**src/rtl/patch_row_collector_if.sv**
```systemverilog
// Bus bundle for patch_row_collector.
//   Reducer side : flush, red_done/red_patch_num/red_row/red_col/red_sum
//                  (per-lane packed, lane i at index i).
//   Rechain side : rechain_valid/ready + patch_num, row, col, sum, lane.
//   Result side  : result_valid/ready + patch_num, sum (FWFT FIFO head).
//   Status       : err_overflow (sticky).
// master = the collector, slave = the surrounding reducer/dispatcher/sink.
interface patch_row_collector_if #(
    parameter int N_REDUCER  = 4,
    parameter int N_PATCH    = 64,
    parameter int N_ROW_SIZE = 11,
    parameter int N_COL_SIZE = 11,
    parameter int FP_SIZE    = 32
);
    localparam int PW = (N_PATCH > 1) ? $clog2(N_PATCH) : 1;
    localparam int LW = (N_REDUCER > 1) ? $clog2(N_REDUCER) : 1;

    logic                                  flush;
    logic [N_REDUCER-1:0]                  red_done;
    logic [N_REDUCER-1:0][PW-1:0]          red_patch_num;
    logic [N_REDUCER-1:0][N_ROW_SIZE-1:0]  red_row;
    logic [N_REDUCER-1:0][N_COL_SIZE-1:0]  red_col;
    logic [N_REDUCER-1:0][FP_SIZE-1:0]     red_sum;

    logic                   rechain_valid;
    logic                   rechain_ready;
    logic [PW-1:0]          rechain_patch_num;
    logic [N_ROW_SIZE-1:0]  rechain_row;
    logic [N_COL_SIZE-1:0]  rechain_col;
    logic [FP_SIZE-1:0]     rechain_sum;
    logic [LW-1:0]          rechain_lane;

    logic                   result_valid;
    logic                   result_ready;
    logic [PW-1:0]          result_patch_num;
    logic [FP_SIZE-1:0]     result_sum;

    logic                   err_overflow;

    modport master (
        input  flush, red_done, red_patch_num, red_row, red_col, red_sum,
        input  rechain_ready, result_ready,
        output rechain_valid, rechain_patch_num, rechain_row, rechain_col,
               rechain_sum, rechain_lane,
        output result_valid, result_patch_num, result_sum, err_overflow
    );

    modport slave (
        output flush, red_done, red_patch_num, red_row, red_col, red_sum,
        output rechain_ready, result_ready,
        input  rechain_valid, rechain_patch_num, rechain_row, rechain_col,
               rechain_sum, rechain_lane,
        input  result_valid, result_patch_num, result_sum, err_overflow
    );
endinterface

```
**src/rtl/patch_row_collector.sv**
```systemverilog
// patch_row_collector: captures per-lane reducer done pulses into one-entry
// holds, arbitrates round-robin into a single stage, counts rows per patch,
// and routes non-final rows back as rechain requests and final rows into a
// FWFT FIFO of completed patch sums.
//   CLK      : rising-edge clock
//   RESET_N  : async active-low reset
//   bus      : patch_row_collector_if.master (reducer in, rechain out,
//              result out, err_overflow)

// One-entry capture register per reducer lane.
module prc_lane_hold #(
    parameter int EW = 8
) (
    input  logic          CLK,
    input  logic          RESET_N,
    input  logic          flush,
    input  logic          done,
    input  logic          gnt,
    input  logic [EW-1:0] din,
    output logic          vld,
    output logic [EW-1:0] q,
    output logic          ovf
);
    logic load;

    // A grant frees the entry on the same edge, so a same-cycle done may reload it.
    assign load = done & (~vld | gnt);
    assign ovf  = done & vld & ~gnt;

    always_ff @(posedge CLK or negedge RESET_N) begin
        if (!RESET_N) begin
            vld <= 1'b0;
            q   <= '0;
        end else if (flush) begin
            vld <= 1'b0;
        end else begin
            if (load) q <= din;
            vld <= load | (vld & ~gnt);
        end
    end
endmodule

module patch_row_collector #(
    parameter int N_REDUCER  = 4,
    parameter int N_PATCH    = 64,
    parameter int PATCH_SIZE = 4,
    parameter int N_ROW_SIZE = 11,
    parameter int N_COL_SIZE = 11,
    parameter int FP_SIZE    = 32,
    parameter int FIFO_DEPTH = 8
) (
    input logic                   CLK,
    input logic                   RESET_N,
    patch_row_collector_if.master bus
);
    localparam int PW   = (N_PATCH > 1) ? $clog2(N_PATCH) : 1;
    localparam int LW   = (N_REDUCER > 1) ? $clog2(N_REDUCER) : 1;
    localparam int CW   = $clog2(PATCH_SIZE);
    localparam int AW   = $clog2(FIFO_DEPTH);
    localparam int PTRW = AW + 1;
    localparam int EW   = PW + N_ROW_SIZE + N_COL_SIZE + FP_SIZE;
    localparam int RW   = PW + FP_SIZE;

    // ---------------- lane holds ----------------
    logic [N_REDUCER-1:0]         hold_vld;
    logic [N_REDUCER-1:0][EW-1:0] hold_q;
    logic [N_REDUCER-1:0]         ovf;
    logic [N_REDUCER-1:0]         gnt;

    for (genvar i = 0; i < N_REDUCER; i++) begin : g_lane
        prc_lane_hold #(.EW(EW)) u_hold (
            .CLK     (CLK),
            .RESET_N (RESET_N),
            .flush   (bus.flush),
            .done    (bus.red_done[i]),
            .gnt     (gnt[i]),
            .din     ({bus.red_patch_num[i], bus.red_row[i], bus.red_col[i], bus.red_sum[i]}),
            .vld     (hold_vld[i]),
            .q       (hold_q[i]),
            .ovf     (ovf[i])
        );
    end

    // ---------------- stage / FIFO state ----------------
    logic                  st_vld, st_final;
    logic [PW-1:0]         st_patch;
    logic [N_ROW_SIZE-1:0] st_row;
    logic [N_COL_SIZE-1:0] st_col;
    logic [FP_SIZE-1:0]    st_sum;
    logic [LW-1:0]         st_lane;

    logic [RW-1:0]   mem [FIFO_DEPTH];
    logic [PTRW-1:0] wr_ptr, rd_ptr;
    logic            empty, full, push, pop, push_ok;

    assign empty   = (wr_ptr == rd_ptr);
    assign full    = (wr_ptr[AW] != rd_ptr[AW]) && (wr_ptr[AW-1:0] == rd_ptr[AW-1:0]);
    assign pop     = ~empty & bus.result_ready;
    // When full, a same-edge pop makes room, so the count stays constant.
    assign push_ok = ~full | bus.result_ready;
    assign push    = st_vld & st_final & push_ok;

    logic stage_free;
    assign stage_free = ~st_vld
                      | (~st_final & bus.rechain_ready)
                      | (st_final & push_ok);

    // ---------------- round-robin arbiter ----------------
    logic [LW-1:0] rr_ptr;    // first lane to consider this cycle
    logic [LW-1:0] gnt_idx;
    logic          gnt_any;

    always_comb begin
        int idx;
        gnt     = '0;
        gnt_idx = '0;
        gnt_any = 1'b0;
        idx     = 0;
        if (stage_free) begin
            for (int k = 0; k < N_REDUCER; k++) begin
                idx = int'(rr_ptr) + k;
                if (idx >= N_REDUCER) idx = idx - N_REDUCER;
                if (!gnt_any && hold_vld[idx]) begin
                    gnt_any = 1'b1;
                    gnt_idx = LW'(idx);
                end
            end
        end
        if (gnt_any) gnt[gnt_idx] = 1'b1;
    end

    logic [PW-1:0]         s_patch;
    logic [N_ROW_SIZE-1:0] s_row;
    logic [N_COL_SIZE-1:0] s_col;
    logic [FP_SIZE-1:0]    s_sum;
    assign {s_patch, s_row, s_col, s_sum} = hold_q[gnt_idx];

    // ---------------- per-patch row count ----------------
    // Plain flop table: a grant on the next cycle reads the value written
    // by this grant, so back-to-back rows of one patch need no bypass.
    logic [CW-1:0] cnt [N_PATCH];
    logic [CW-1:0] cur;
    logic          is_final;
    assign cur      = cnt[s_patch];
    assign is_final = (cur == CW'(PATCH_SIZE - 1));

    always_ff @(posedge CLK or negedge RESET_N) begin
        if (!RESET_N) begin
            for (int p = 0; p < N_PATCH; p++) cnt[p] <= '0;
        end else if (bus.flush) begin
            for (int p = 0; p < N_PATCH; p++) cnt[p] <= '0;
        end else if (gnt_any) begin
            cnt[s_patch] <= is_final ? '0 : cur + CW'(1);
        end
    end

    // ---------------- stage + rr pointer ----------------
    always_ff @(posedge CLK or negedge RESET_N) begin
        if (!RESET_N) begin
            st_vld   <= 1'b0;
            st_final <= 1'b0;
            st_patch <= '0;
            st_row   <= '0;
            st_col   <= '0;
            st_sum   <= '0;
            st_lane  <= '0;
            rr_ptr   <= '0;
        end else if (bus.flush) begin
            st_vld   <= 1'b0;
            st_final <= 1'b0;
            rr_ptr   <= '0;
        end else if (gnt_any) begin
            st_vld   <= 1'b1;
            st_final <= is_final;
            st_patch <= s_patch;
            st_row   <= s_row + N_ROW_SIZE'(1);   // wraps silently
            st_col   <= s_col;
            st_sum   <= s_sum;
            st_lane  <= gnt_idx;
            rr_ptr   <= (gnt_idx == LW'(N_REDUCER - 1)) ? '0 : gnt_idx + LW'(1);
        end else if (stage_free) begin
            st_vld   <= 1'b0;
        end
    end

    // ---------------- result FIFO ----------------
    always_ff @(posedge CLK) begin
        if (push && !bus.flush) mem[wr_ptr[AW-1:0]] <= {st_patch, st_sum};
    end

    always_ff @(posedge CLK or negedge RESET_N) begin
        if (!RESET_N) begin
            wr_ptr <= '0;
            rd_ptr <= '0;
        end else if (bus.flush) begin
            wr_ptr <= '0;
            rd_ptr <= '0;
        end else begin
            if (push) wr_ptr <= wr_ptr + PTRW'(1);
            if (pop)  rd_ptr <= rd_ptr + PTRW'(1);
        end
    end

    // ---------------- sticky overflow ----------------
    logic err_q;
    always_ff @(posedge CLK or negedge RESET_N) begin
        if (!RESET_N)       err_q <= 1'b0;
        else if (bus.flush) err_q <= 1'b0;
        else if (|ovf)      err_q <= 1'b1;
    end

    // ---------------- outputs (data zeroed when not valid) ----------------
    logic [RW-1:0] head;
    assign head = mem[rd_ptr[AW-1:0]];

    assign bus.rechain_valid     = st_vld & ~st_final;
    assign bus.rechain_patch_num = bus.rechain_valid ? st_patch : '0;
    assign bus.rechain_row       = bus.rechain_valid ? st_row   : '0;
    assign bus.rechain_col       = bus.rechain_valid ? st_col   : '0;
    assign bus.rechain_sum       = bus.rechain_valid ? st_sum   : '0;
    assign bus.rechain_lane      = bus.rechain_valid ? st_lane  : '0;

    assign bus.result_valid      = ~empty;
    assign bus.result_patch_num  = empty ? '0 : head[RW-1:FP_SIZE];
    assign bus.result_sum        = empty ? '0 : head[FP_SIZE-1:0];

    assign bus.err_overflow      = err_q;
endmodule

```
**src/flat_wrapper.sv**
```systemverilog
// flat-port wrapper written by rule: the top's interface ports become plain ports
module patch_row_collector_flat 
#(
    parameter int N_REDUCER  = 4,
    parameter int N_PATCH    = 64,
    parameter int PATCH_SIZE = 4,
    parameter int N_ROW_SIZE = 11,
    parameter int N_COL_SIZE = 11,
    parameter int FP_SIZE    = 32,
    parameter int FIFO_DEPTH = 8
)
  (CLK, RESET_N, bus_flush, bus_red_done, bus_red_patch_num, bus_red_row, bus_red_col, bus_red_sum, bus_rechain_ready, bus_result_ready, bus_rechain_valid, bus_rechain_patch_num, bus_rechain_row, bus_rechain_col, bus_rechain_sum, bus_rechain_lane, bus_result_valid, bus_result_patch_num, bus_result_sum, bus_err_overflow);
  patch_row_collector_if #(.N_REDUCER(N_REDUCER), .N_PATCH(N_PATCH), .N_ROW_SIZE(N_ROW_SIZE), .N_COL_SIZE(N_COL_SIZE), .FP_SIZE(FP_SIZE)) bus_i ();
  input logic CLK;
  input logic RESET_N;
  input wire logic [$bits(bus_i.flush)-1:0] bus_flush;
  input wire logic [$bits(bus_i.red_done)-1:0] bus_red_done;
  input wire logic [$bits(bus_i.red_patch_num)-1:0] bus_red_patch_num;
  input wire logic [$bits(bus_i.red_row)-1:0] bus_red_row;
  input wire logic [$bits(bus_i.red_col)-1:0] bus_red_col;
  input wire logic [$bits(bus_i.red_sum)-1:0] bus_red_sum;
  input wire logic [$bits(bus_i.rechain_ready)-1:0] bus_rechain_ready;
  input wire logic [$bits(bus_i.result_ready)-1:0] bus_result_ready;
  output wire logic [$bits(bus_i.rechain_valid)-1:0] bus_rechain_valid;
  output wire logic [$bits(bus_i.rechain_patch_num)-1:0] bus_rechain_patch_num;
  output wire logic [$bits(bus_i.rechain_row)-1:0] bus_rechain_row;
  output wire logic [$bits(bus_i.rechain_col)-1:0] bus_rechain_col;
  output wire logic [$bits(bus_i.rechain_sum)-1:0] bus_rechain_sum;
  output wire logic [$bits(bus_i.rechain_lane)-1:0] bus_rechain_lane;
  output wire logic [$bits(bus_i.result_valid)-1:0] bus_result_valid;
  output wire logic [$bits(bus_i.result_patch_num)-1:0] bus_result_patch_num;
  output wire logic [$bits(bus_i.result_sum)-1:0] bus_result_sum;
  output wire logic [$bits(bus_i.err_overflow)-1:0] bus_err_overflow;
  assign bus_i.flush = bus_flush;
  assign bus_i.red_done = bus_red_done;
  assign bus_i.red_patch_num = bus_red_patch_num;
  assign bus_i.red_row = bus_red_row;
  assign bus_i.red_col = bus_red_col;
  assign bus_i.red_sum = bus_red_sum;
  assign bus_i.rechain_ready = bus_rechain_ready;
  assign bus_i.result_ready = bus_result_ready;
  assign bus_rechain_valid = bus_i.rechain_valid;
  assign bus_rechain_patch_num = bus_i.rechain_patch_num;
  assign bus_rechain_row = bus_i.rechain_row;
  assign bus_rechain_col = bus_i.rechain_col;
  assign bus_rechain_sum = bus_i.rechain_sum;
  assign bus_rechain_lane = bus_i.rechain_lane;
  assign bus_result_valid = bus_i.result_valid;
  assign bus_result_patch_num = bus_i.result_patch_num;
  assign bus_result_sum = bus_i.result_sum;
  assign bus_err_overflow = bus_i.err_overflow;
  patch_row_collector #(.N_REDUCER(N_REDUCER), .N_PATCH(N_PATCH), .PATCH_SIZE(PATCH_SIZE), .N_ROW_SIZE(N_ROW_SIZE), .N_COL_SIZE(N_COL_SIZE), .FP_SIZE(FP_SIZE), .FIFO_DEPTH(FIFO_DEPTH)) u_core (.CLK(CLK), .RESET_N(RESET_N), .bus(bus_i));
endmodule
```
**config.mk**
```make
export PLATFORM = sky130hd
export DESIGN_NAME = patch_row_collector_flat
export DESIGN_NICKNAME = d
export VERILOG_FILES = /design/src/rtl/patch_row_collector_if.sv /design/src/rtl/patch_row_collector.sv /design/src/flat_wrapper.sv
export SDC_FILE = /design/constraint.sdc
export NUM_CORES = 1
export LEC_CHECK = 0
export BUFFER_PORTS_ARGS = -buffer_cell sky130_fd_sc_hd__buf_2
export CORE_UTILIZATION = 45
export CTS_BUF_LIST = sky130_fd_sc_hd__clkbuf_2
export DETAILED_ROUTE_END_ITERATION = 8
export PLACE_DENSITY_LB_ADDON = 0.08
export REMOVE_ABC_BUFFERS = 1
export SYNTH_ARGS = -nofsm -noshare
export SYNTH_HDL_FRONTEND = slang
export SYNTH_SLANG_ARGS = --single-unit
```
**constraint.sdc**
```tcl
create_clock -name CLK -period 5.4 [get_ports CLK]
set_input_delay 1.08 -clock CLK [delete_from_list [all_inputs] [get_ports CLK]]
set_output_delay 1.08 -clock CLK [all_outputs]
set_load 0.03 [all_outputs]
```
# [After elaboration in Yosys (flattened, before gate mapping)]
# Memory sizes are Yosys's and may differ from the RTL's.
# Cells that the tools add are included.
[totals] word_cells=256 out_inout_bits=103 regBits=447 mem_bits_rw=304 input_bits=249 memories=1
[mem_list] name="u_core.mem" depth=8 word_bits=38 rd=1 rd_clocked_by_memory_dff=0 wr=1 line="patch_row_collector.sv:92" source="logic [RW-1:0] mem [FIFO_DEPTH];"
[op_classes] n_eq_ne=5 n_bitwise=47 order_cmp=12 n_reduce_logical=22 addsub=12 mux=74
[ops] cell="$mux W32" count=10
[ops] cell="$mux W128" count=2
[ops] cell="$bwmux W128" count=1
[ops] cell="$lt A32 B4 Y1 const B" count=4
[ops] cell="$bmux W60 S2" count=1
[ops] cell="$ge A32 B4 Y1 const B" count=3
[ops] cell="$sub A32 B4 Y32 const B" count=3
[ops] cell="$mux W60" count=1
[ops] cell="$mux W1" count=30
[ops] cell="$mux W2" count=13
[ops] cell="$and A1 B1 Y1" count=22
[ops] cell="$mux W11" count=2
[ops] cell="$mux W4" count=5
[ops] cell="$not A1 Y1" count=13
[ops] cell="$bmux W2 S6" count=1
[ops] cell="$demux W2 S6" count=1
[ops] cell="$mux W6" count=2
[ops] cell="$add A11 B1 Y11 const B" count=1
[ops] cell="$or A1 B1 Y1" count=11
[ops] cell="$reduce_and A2 Y1" count=5
[ops] cell="$add A4 B1 Y4 const B" count=2
[ops] cell="$bmux W1 S2" count=4
[ops] cell="$reduce_bool A2 Y1" count=4
[ops] cell="$ge A7 B7 Y1 const B" count=1
[ops] cell="other kinds (18)" count=30

# [Depth between registers and ports, before layout]
# Gate-level depths: netlist of run 1.
[logic_depth] word_depth=35 mapped_depth=20 mapped_depth_nobuf=13

# [By module]
# Synthesis of run 1 repeated with hierarchy kept, for this count alone.
[unflattened] hier_cells=2612 hier_area_um2=33285.7
[modules_own_cells] mod="patch_row_collector" area_per_inst_um2=24021.8 cells_each=2084 seq_area_each_um2=14208.6 instances=1
[modules_own_cells] mod="prc_lane_hold" area_per_inst_um2=2316.0 cells_each=132 seq_area_each_um2=1526.5 instances=4

# [Worst setup path after synthesis of run 1]
# No wires, ideal clock.
[synth_timing] path_type="in2reg" start="input port bus_result_ready" end="memory u_core.mem[0][0] (netlist name), enable pin" t_required_ps=4912 setup_ps=488 n_path_buf=0 stages=4 t_arrival_ps=4670 slack_ps=242 path_cell_list="nor2_1 -> a21oi_1 -> nor3b_1 -> nor3b_1"
[synth_via] elab_chain_cells=5
[synth_lines] item="start, declared" line="flat_wrapper.sv:23" source="input wire logic [$bits(bus_i.result_ready)-1:0] bus_result_ready;"
[synth_lines] item="$or A1 B1 Y1" line="patch_row_collector.sv:100" source="assign push_ok = ~full | bus.result_ready;"
[synth_lines] item="$and A1 B1 Y1" line="patch_row_collector.sv:101" source="assign push = st_vld & st_final & push_ok;"
[synth_lines] item="$logic_and A1 B1 Y1" line="patch_row_collector.sv:188" source="if (push && !bus.flush) mem[wr_ptr[AW-1:0]] <= {st_patch, st_sum};"
[synth_lines] item="$mux W1" line="patch_row_collector.sv:188"
[synth_lines] item="$mux W1 (implied by the code)" line="patch_row_collector.sv:188"
[synth_lines] item="end, declared" line="patch_row_collector.sv:92"
# Every way passes these cells.

# [Worst setup path after layout of run 1]
[layout_timing] start="register u_core.rd_ptr[1]" end="output port bus_result_patch_num[4]"
[layout_via] elab_chain_cells=2 elab_cells_between_ends=3 classes_between="eq/ne (1); mux (1); memory (1)"
[layout_lines] item="start, declared" line="patch_row_collector.sv:93" source="logic [PTRW-1:0] wr_ptr, rd_ptr;"
[layout_lines] item="start signal, assigned" line="patch_row_collector.sv:200" source="if (pop) rd_ptr <= rd_ptr + PTRW'(1);"
[layout_lines] item="$mem_v2 Z8 W38 / $eq A4 B4 Y1 (equally long branches)"
[layout_lines] item="$mux W6 *" line="patch_row_collector.sv:224" source="assign bus.result_patch_num = empty ? '0 : head[RW-1:FP_SIZE];"
[layout_lines] item="end, declared" line="flat_wrapper.sv:31" source="output wire logic [$bits(bus_i.result_patch_num)-1:0] bus_result_patch_num;"
# Every way passes the cells marked *; elsewhere a longest branch is shown, timed or not.

==> impl_metrics.json, run 1 <==
{
  "outcome": "complete, but fails checks",
  "violations": "design-rule violations",
  "maxSlewViolCount": 0,
  "hold_path_class": "input port to register",
  "irDropWorstVdd_mv": 0.429,
  "p_seq_frac": 0.462,
  "cpMostUsedCell": "buf_4",
  "cp_cell_sequence": "buf_4 > buf_4 > mux4_2 > mux2i_1 > nor2_1 > buf_2",
  "max_cap_violations": 0,
  "fin_cells": 4491,
  "nets": 3623,
  "worstSkewPairLatency_ns": 1.42,
  "timing.final.crit_share": 0.945,
  "ys_seq_area_frac": 0.606,
  "post-dp-hpwl_um": 61800,
  "synth_seq_cells": 751,
  "port_buffers": 351,
  "switching_share": 0.372,
  "comb_power_share": 0.292,
  "wire_per_inst_um": 22.1,
  "start_util": 0.457,
  "setup-violations-final": 0,
  "place_congestion": 0.889,
  "rows": 99,
  "leakage_nw": 16.9,
  "coreArea_um2": 73300,
  "first_iter_violations": 1669,
  "p_per_area_nw_per_um2": 400,
  "antenna_found_initial": 6,
  "layout-drive-gt1-share": 0.333,
  "p_clk_frac": 0.246,
  "gr-total-overflow": 0,
  "synth-async-reset-ratio": 0.595,
  "post-cts-setup-buffers": 0,
  "grt_pass1_wl_um": 152000,
  "crit_required_ns": 4.32,
  "drc": 20,
  "clockBufferDepth": 3,
  "tns_ns": 0,
  "hold_slack_ns": 0.180,
  "post-route-min-period_ns": 5.10,
  "max_freq_mhz": 196,
  "ant_nets": 0,
  "place_area_um2": 36500,
  "stdcell_area_um2": 40800,
  "tightest_slew_ns": 1.30,
  "yosys_warnings": 0,
  "cts_tree": "built",
  "slew-limit-headroom": 0.124,
  "syn_area_per_cell_um2": 12.5,
  "clkSinkCount": 751,
  "switchingPower_mw": 6.08,
  "cts_root_buf": "clkbuf_2",
  "first_pass_iters": 9,
  "viasPerCell": 5.50,
  "cts.reportedPaths.clkPinSlew_ns": 0.10,
  "grt_max_degree": 116,
  "die-area_um2": 75600,
  "grt_usage": 0.266,
  "cp-start-kind": "register",
  "fp.dieH_um": 275,
  "clock_skew_ns": 0.113,
  "cts_made_buffers": 193,
  "slowest_delay_ns": 0.71,
  "synth_cell_types": 93,
  "syn_area_um2": 33500,
  "fp.dieW_um": 275,
  "path_max_fanout": 51,
  "io_pins": 352,
  "syn_inst": 2674,
  "synth_edf_count": 304,
  "area_delta_synth_final_pct": 21.9,
  "dp_cells": 3884,
  "criticalPathCategory": "register to output pin",
  "synthFlopType": "dfrtp_1",
  "final_util": 0.557,
  "grt_pass1_vias": 26000,
  "h-tree-depth": 4,
  "routed_wl_um": 99000,
  "crit_path_end_kind": "output pin",
  "num_vias": 24700,
  "final_hold_viol_count": 0,
  "crit_path_top_delay_cell": "buf_4",
  "worstPathArrival_ns": 4.02,
  "p_int_mw": 10.2
}
[kinds of logic (layout without fill, tap and decap cells)]
| kind of cell | Yosys count | after routing | share of synthesized area |
|---|---|---|---|
| AOI/OAI and AO/OA | 342 | 342 | 0.0661 |
| xor gates and xnor gates | 19 | 19 | 0.00519 |
| adders and majority gates | 8 | 8 | 0.00299 |
| buffers and inverters | 203 | 1052 | 0.0282 |
| DFF | 751 | 751 | 0.606 |
| muxes | 410 | 410 | 0.160 |
| other | 0 | 9 | 0 |
| and+or+nand+nor | 941 | 941 | 0.131 |
[stage by stage]
| step | worst slack, ns | power, mW |
|---|---|---|
| floorplan | -6.07 | 10.3 |
| global placement | 0.439 | 12.1 |
| detailed placement | 0.343 | 12.2 |
| CTS | 0.0276 | 16.5 |
| global route | -0.00103 | 17.3 |
| finish | 0.296 | 16.3 |
[cell type report]
type / instances / area [um^2]
multi-input combinational: 1720 / 12300
clock buffer: 306 / 1530
clock inverter: 46 / 302
timing repair buffer: 689 / 5080
sequential: 751 / 20300
tap: 959 / 1200
inverter: 11 / 42.5
fill: 6281 / 32500
antenna: 9 / 22.5
[registers in the layout, summed over array words and instances (netlist names)]
register,flops
u_core.st_sum,32
u_core.g_lane.u_hold.vld,4
u_core.g_lane.u_hold.q,240
u_core.bus.err_overflow,1
u_core.st_final,1
u_core.cnt,128
u_core.mem,304
u_core.st_lane,2
u_core.rr_ptr,2
u_core.wr_ptr,4
u_core.st_vld,1
u_core.st_col,11
u_core.st_patch,6
u_core.rd_ptr,4
u_core.st_row,11
[per-layer routing]
| layer | vias to the layer above | track usage | routed length [um] |
|---|---|---|---|
| met1 | 12500 | 0.346 | 42000 |
| met2 | 840 | 0.434 | 48100 |
| li1 | 11200 | - | - |
| met5 | - | 0 | 0 |
| met4 | 0 | 0.115 | 3290 |
| met3 | 206 | 0.0534 | 5680 |
[placed cells by master (no fill, tap or decap), types with 14 or more instances in the layout]
cell type | Yosys | layout
a2111oi_0 | 21 | 21
a21oi_1 | 71 | 71
a31oi_1 | 14 | 14
and2_1 | 65 | 64
and3_1 | 22 | 22
buf_2 | 25 | 349
buf_4 | 12 | 79
clkbuf_2 | 1 | 306
clkinv_1 | 0 | 29
dfrtp_1 | 447 | 444
dlygate4sd3_1 | 0 | 246
edfxtp_1 | 304 | 304
mux2_2 | 252 | 252
mux2i_1 | 82 | 82
mux4_2 | 76 | 76
nand2_1 | 399 | 398
nand3_1 | 118 | 118
nor2_1 | 159 | 157
nor2_2 | 16 | 16
nor3_1 | 76 | 75
nor3b_1 | 21 | 14
o21ai_0 | 122 | 122
[Yosys cell counts, drive strengths merged, types with 3 or more instances]
library cell,count,area (um^2)
dfrtp,447,11200
nand2,401,1520
edfxtp,304,9130
mux2,252,2840
nor2,177,719
o21ai,130,669
clkbuf,124,467
nand3,120,611
mux2i,82,821
nor3,80,427
mux4,76,1710
a21oi,74,382
buf,68,437
and2,65,407
and3,23,149
a2111oi,22,199
nor3b,21,158
a31o,18,158
a21boi,16,124
a31oi,14,87.6
nand4,12,87.6
inv,11,41.3
or4,11,82.6
nor4,10,83.8
o22ai,10,68.8
xor2,10,95.1
a211oi,9,72.6
xnor2,9,78.8
ha,8,100
a211o,6,52.6
o22a,5,43.8
nand2b,4,25.0
nor2b,4,25.0
o21a,4,31.3
or3,4,35.0
a22oi,3,22.5
o211ai,3,22.5
o221ai,3,26.3
or2,3,18.8
[critical path, delay by kind of cell, from the launching register on]
kind	cells	cell delay, ns
simple gates	1	0.38
flops	1	0.42
mux	2	0.42
buf+inv	3	1.41
[power by group through the flow]
stage,Combinational [mW],Sequential [mW],Clock [mW]
finish,4.77,7.53,4.02
global route,5.16,7.64,4.47
CTS,4.76,7.53,4.17
detailed placement,4.60,7.65,0
global placement,4.52,7.58,0
floorplan,2.84,7.42,0
[repair_timing]
| action | 4_1_cts | 5_1_grt |
|---|---|---|
| hold buffers | 246 | 0 |
| resized for setup | 2 | 1 |
| endpoints found under the setup margin | 24 | 14 |
| endpoints found under the hold margin | 356 | 0 |
[worst paths after layout]
| kind | cells past startpoint | start | endpoint | slack, ns |
|---|---|---|---|---|
| setup / recovery | 6 | u_core.rd_ptr[1]$_DFFE_PN0P_ | bus_result_patch_num[4] | 0.30 |
| hold / removal | 2 | bus_flush | u_core.wr_ptr[1]$_DFFE_PN0P_ | 0.18 |
| setup reg to reg | 15 | u_core.wr_ptr[1]$_DFFE_PN0P_ | u_core.cnt[67]$_DFFE_PN0P_ | 0.67 |
| hold reg to reg | 2 | u_core.st_row[6]$_DFFE_PN0P_ | u_core.st_row[6]$_DFFE_PN0P_ | 0.48 |
| max in group asynchronous | 3 | RESET_N | u_core.g_lane[3].u_hold.q[14]$_DFFE_PN0P_ | 3.84 |
| min in group asynchronous | 2 | RESET_N | u_core.st_col[5]$_DFFE_PN0P_ | 0.38 |
(Power assumes the default switching activity.)
==> run 2: changes to the inputs <==
- PLACE_DENSITY_LB_ADDON: 0.08 -> not set
==> run 2 against run 1 <==
Compared with the run above: the run still ends with design-rule violations left; sequential power hardly changed; setup slack improved by 0.13 ns; non-clock buffer count decreased by 14; global-route usage rose by 0.21 points; worst hold slack better by 0.094 ns; cell count shrank 0.20%; critical path type is now register to register; first-iteration DRC count rose by 14%; clock skew down 0.033 ns; die area is the same; clock power hardly changed; fmax rose by 2.5%; flip-flop and latch count stayed put.
==> impl_metrics.json, run 2 (synthesis gave the netlist of run 1 again) <==
{
  "reg2reg_from": "u_core.rd_ptr[1]$_DFFE_PN0P_",
  "ant_nets": 0,
  "grt_max_degree": 115,
  "crit_path_top_delay_cell": "dfrtp_4",
  "outcome": "complete, but fails checks",
  "nets": 3608,
  "fillers": 6250,
  "die-area_um2": 75600,
  "slowest_delay_ns": 0.65,
  "h-tree-depth": 4,
  "crit_path_end_kind": "register",
  "cts.reportedPaths.clkPinSlew_ns": 0.10,
  "comb_power_share": 0.285,
  "wire_per_inst_um": 22.2,
  "place_area_um2": 36300,
  "post-cts-setup-buffers": 0,
  "coreArea_um2": 73300,
  "viasPerCell": 5.56,
  "grt_pass1_wl_um": 154000,
  "start_util": 0.457,
  "leakage_nw": 16.8,
  "place_congestion": 0.945,
  "top_layer": "met4",
  "routed_wl_um": 99300,
  "gr-total-overflow": 0,
  "timing.final.crit_share": 0.922,
  "layout-drive-gt1-share": 0.331,
  "cts_made_buffers": 192,
  "switching_share": 0.371,
  "switchingPower_mw": 6.03,
  "clockBufferDepth": 3,
  "antenna_found_initial": 13,
  "violations": "design-rule violations",
  "cp-start-kind": "register",
  "maxSlewViolCount": 0,
  "setup-violations-final": 0,
  "cpMostUsedCell": "buf_4",
  "drc": 14,
  "stdcell_area_um2": 40700,
  "mostFrequentLayoutCells": "dfrtp_1 (444), nand2_1 (398), buf_2 (349), clkbuf_2 (304), edfxtp_1 (304)",
  "slew-limit-headroom": 0.258,
  "path_max_fanout": 23,
  "worst-r2r-setup-slack_ns": 0.42,
  "wl_met3_um": 6270,
  "hold_path_class": "input port to asynchronous set/reset pin",
  "final_hold_viol_count": 0,
  "reg2reg_depth": 14,
  "io_pins": 352,
  "grt_usage": 0.268,
  "area_delta_synth_final_pct": 21.4,
  "first_pass_iters": 8,
  "rsz0062_at_grt": "no",
  "cts_tree": "built",
  "crit_required_ns": 6.63,
  "p_per_area_nw_per_um2": 399,
  "p_seq_frac": 0.465,
  "clkSinkCount": 751,
  "cts_root_buf": "clkbuf_2",
  "fp.dieH_um": 275,
  "p_int_mw": 10.2,
  "largest_reg_flops": 304,
  "total_power_mw": 16.2,
  "m1WireLength_um": 41200,
  "dr_wl_met2_um": 49100,
  "first_iter_violations": 1899,
  "post-route-min-period_ns": 4.98,
  "p_clk_frac": 0.249,
  "worstPathArrival_ns": 6.21,
  "cp_cell_sequence": "xor2_1 > nor3_4 > a41oi_2 > buf_4 > o21ai_1 > nand2_1 > a2111oi_0 > or4_1 > o22a_1 > nand4_1 > ha_1 > buf_4 > nand3_1 > a21oi_1",
  "worstSkewPairLatency_ns": 1.36,
  "clock_skew_ns": 0.0801,
  "criticalPathCategory": "register to register",
  "post-dp-hpwl_um": 62400,
  "rows": 99,
  "num_vias": 24900,
  "tightest_slew_ns": 1.11,
  "rr_endpoint": "u_core.cnt[69]$_DFFE_PN0P_",
  "grt_pass1_vias": 26500,
  "fp.dieW_um": 275,
  "port_buffers": 351,
  "max_cap_violations": 0,
  "irDropWorstVdd_mv": 0.308,
  "max_freq_mhz": 201,
  "final_common_cell": "dfrtp_1"
}
## run 2: cell count changes in the layout (fill, tap and decap cells not counted)
cell,delta
diode_2,+8
inv_6,+1
clkinv_1,-3
bufinv_16,+2
clkinv_2,+2
clkbuf_2,-2
inv_12,-1
clkinv_8,-3
buf_4,-9
inv_8,+2
clkinv_4,-1
buf_12,-5
## run 2: worst max path at each step
stage | from | endpoint | slack (ns) | depth (start not counted)
6_report | u_core.rd_ptr[1]$_DFFE_PN0P_ | u_core.cnt[69]$_DFFE_PN0P_ | 0.42 | 14
5_1_grt | u_core.rd_ptr[1]$_DFFE_PN0P_ | u_core.cnt[9]$_DFFE_PN0P_ | 0.09 | 14
2_1_floorplan | u_core.rd_ptr[0]$_DFFE_PN0P_ | u_core.g_lane[2].u_hold.q[0]$_DFFE_PN0P_ | -6.07 | 9
4_1_cts | u_core.rd_ptr[0]$_DFFE_PN0P_ | bus_result_sum[16] | 0.17 | 6
3_5_place_dp | bus_result_ready | u_core.cnt[69]$_DFFE_PN0P_ | 0.21 | 14
3_3_place_gp | bus_result_ready | u_core.cnt[71]$_DFFE_PN0P_ | 0.39 | 14
## run 2: what timing repair did
item	4_1_cts	5_1_grt
endpoints found under the setup margin	22	0
hold buffers	246	0
gates resized for setup	3	0
endpoints found under the hold margin	331	0
## run 2: cell type report
class                           instances  area [um^2]  area share
Clock buffer                          304         1520      0.0374
Sequential cell                       751        20300       0.499
Antenna cell                           17         42.5     0.00105
Multi-Input combinational cell       1720        12300       0.303
Clock inverter                         45          318     0.00781
Timing Repair Buffer                  675         4920       0.121
Tap cell                              959         1200      0.0295
Inverter                               11         42.5     0.00105
## run 2: critical path: cells and delay by family (launching register included)
kind / cells / cell delay [ns]
and+or+nand+nor: 5 / 1.40
DFF: 1 / 0.65
xor gates and xnor gates: 1 / 0.22
AOI/OAI and AO/OA: 5 / 1.60
adders and majority gates: 1 / 0.38
buffers and inverters: 2 / 0.57
## run 2: routing by layer
layer  track usage  vias to the layer above
li1              -                    11200
met1         0.345                    12600
met2         0.440                      917
met3        0.0594                      184
met4         0.112                        0
met5             0                        -
## run 2: stage by stage
step | cells | hold WS, ns | setup slack, ns | TNS (ns) | util
after global routing | 4482 | 0.167 | 0.0879 | 0 | 0.555
after CTS | 4465 | 0.0810 | 0.173 | 0 | 0.554
after global placement | 3870 | 0.459 | 0.393 | 0 | 0.496
after floorplan | 2482 | 0.442 | -6.07 | -2106.63 | -
final | 4482 | 0.274 | 0.422 | 0 | 0.555
after detailed placement | 3870 | 0.462 | 0.207 | 0 | 0.496
## run 2: power by group through the flow
stage          clock network, mW  registers [mW]  logic [mW]
4_1_cts                     4.18            7.55        4.62
6_report                    4.05            7.56        4.64
5_1_grt                     4.49            7.66        5.00
3_5_place_dp                   0            7.67        4.45
3_3_place_gp                   0            7.60        4.38
2_1_floorplan                  0            7.42        2.84
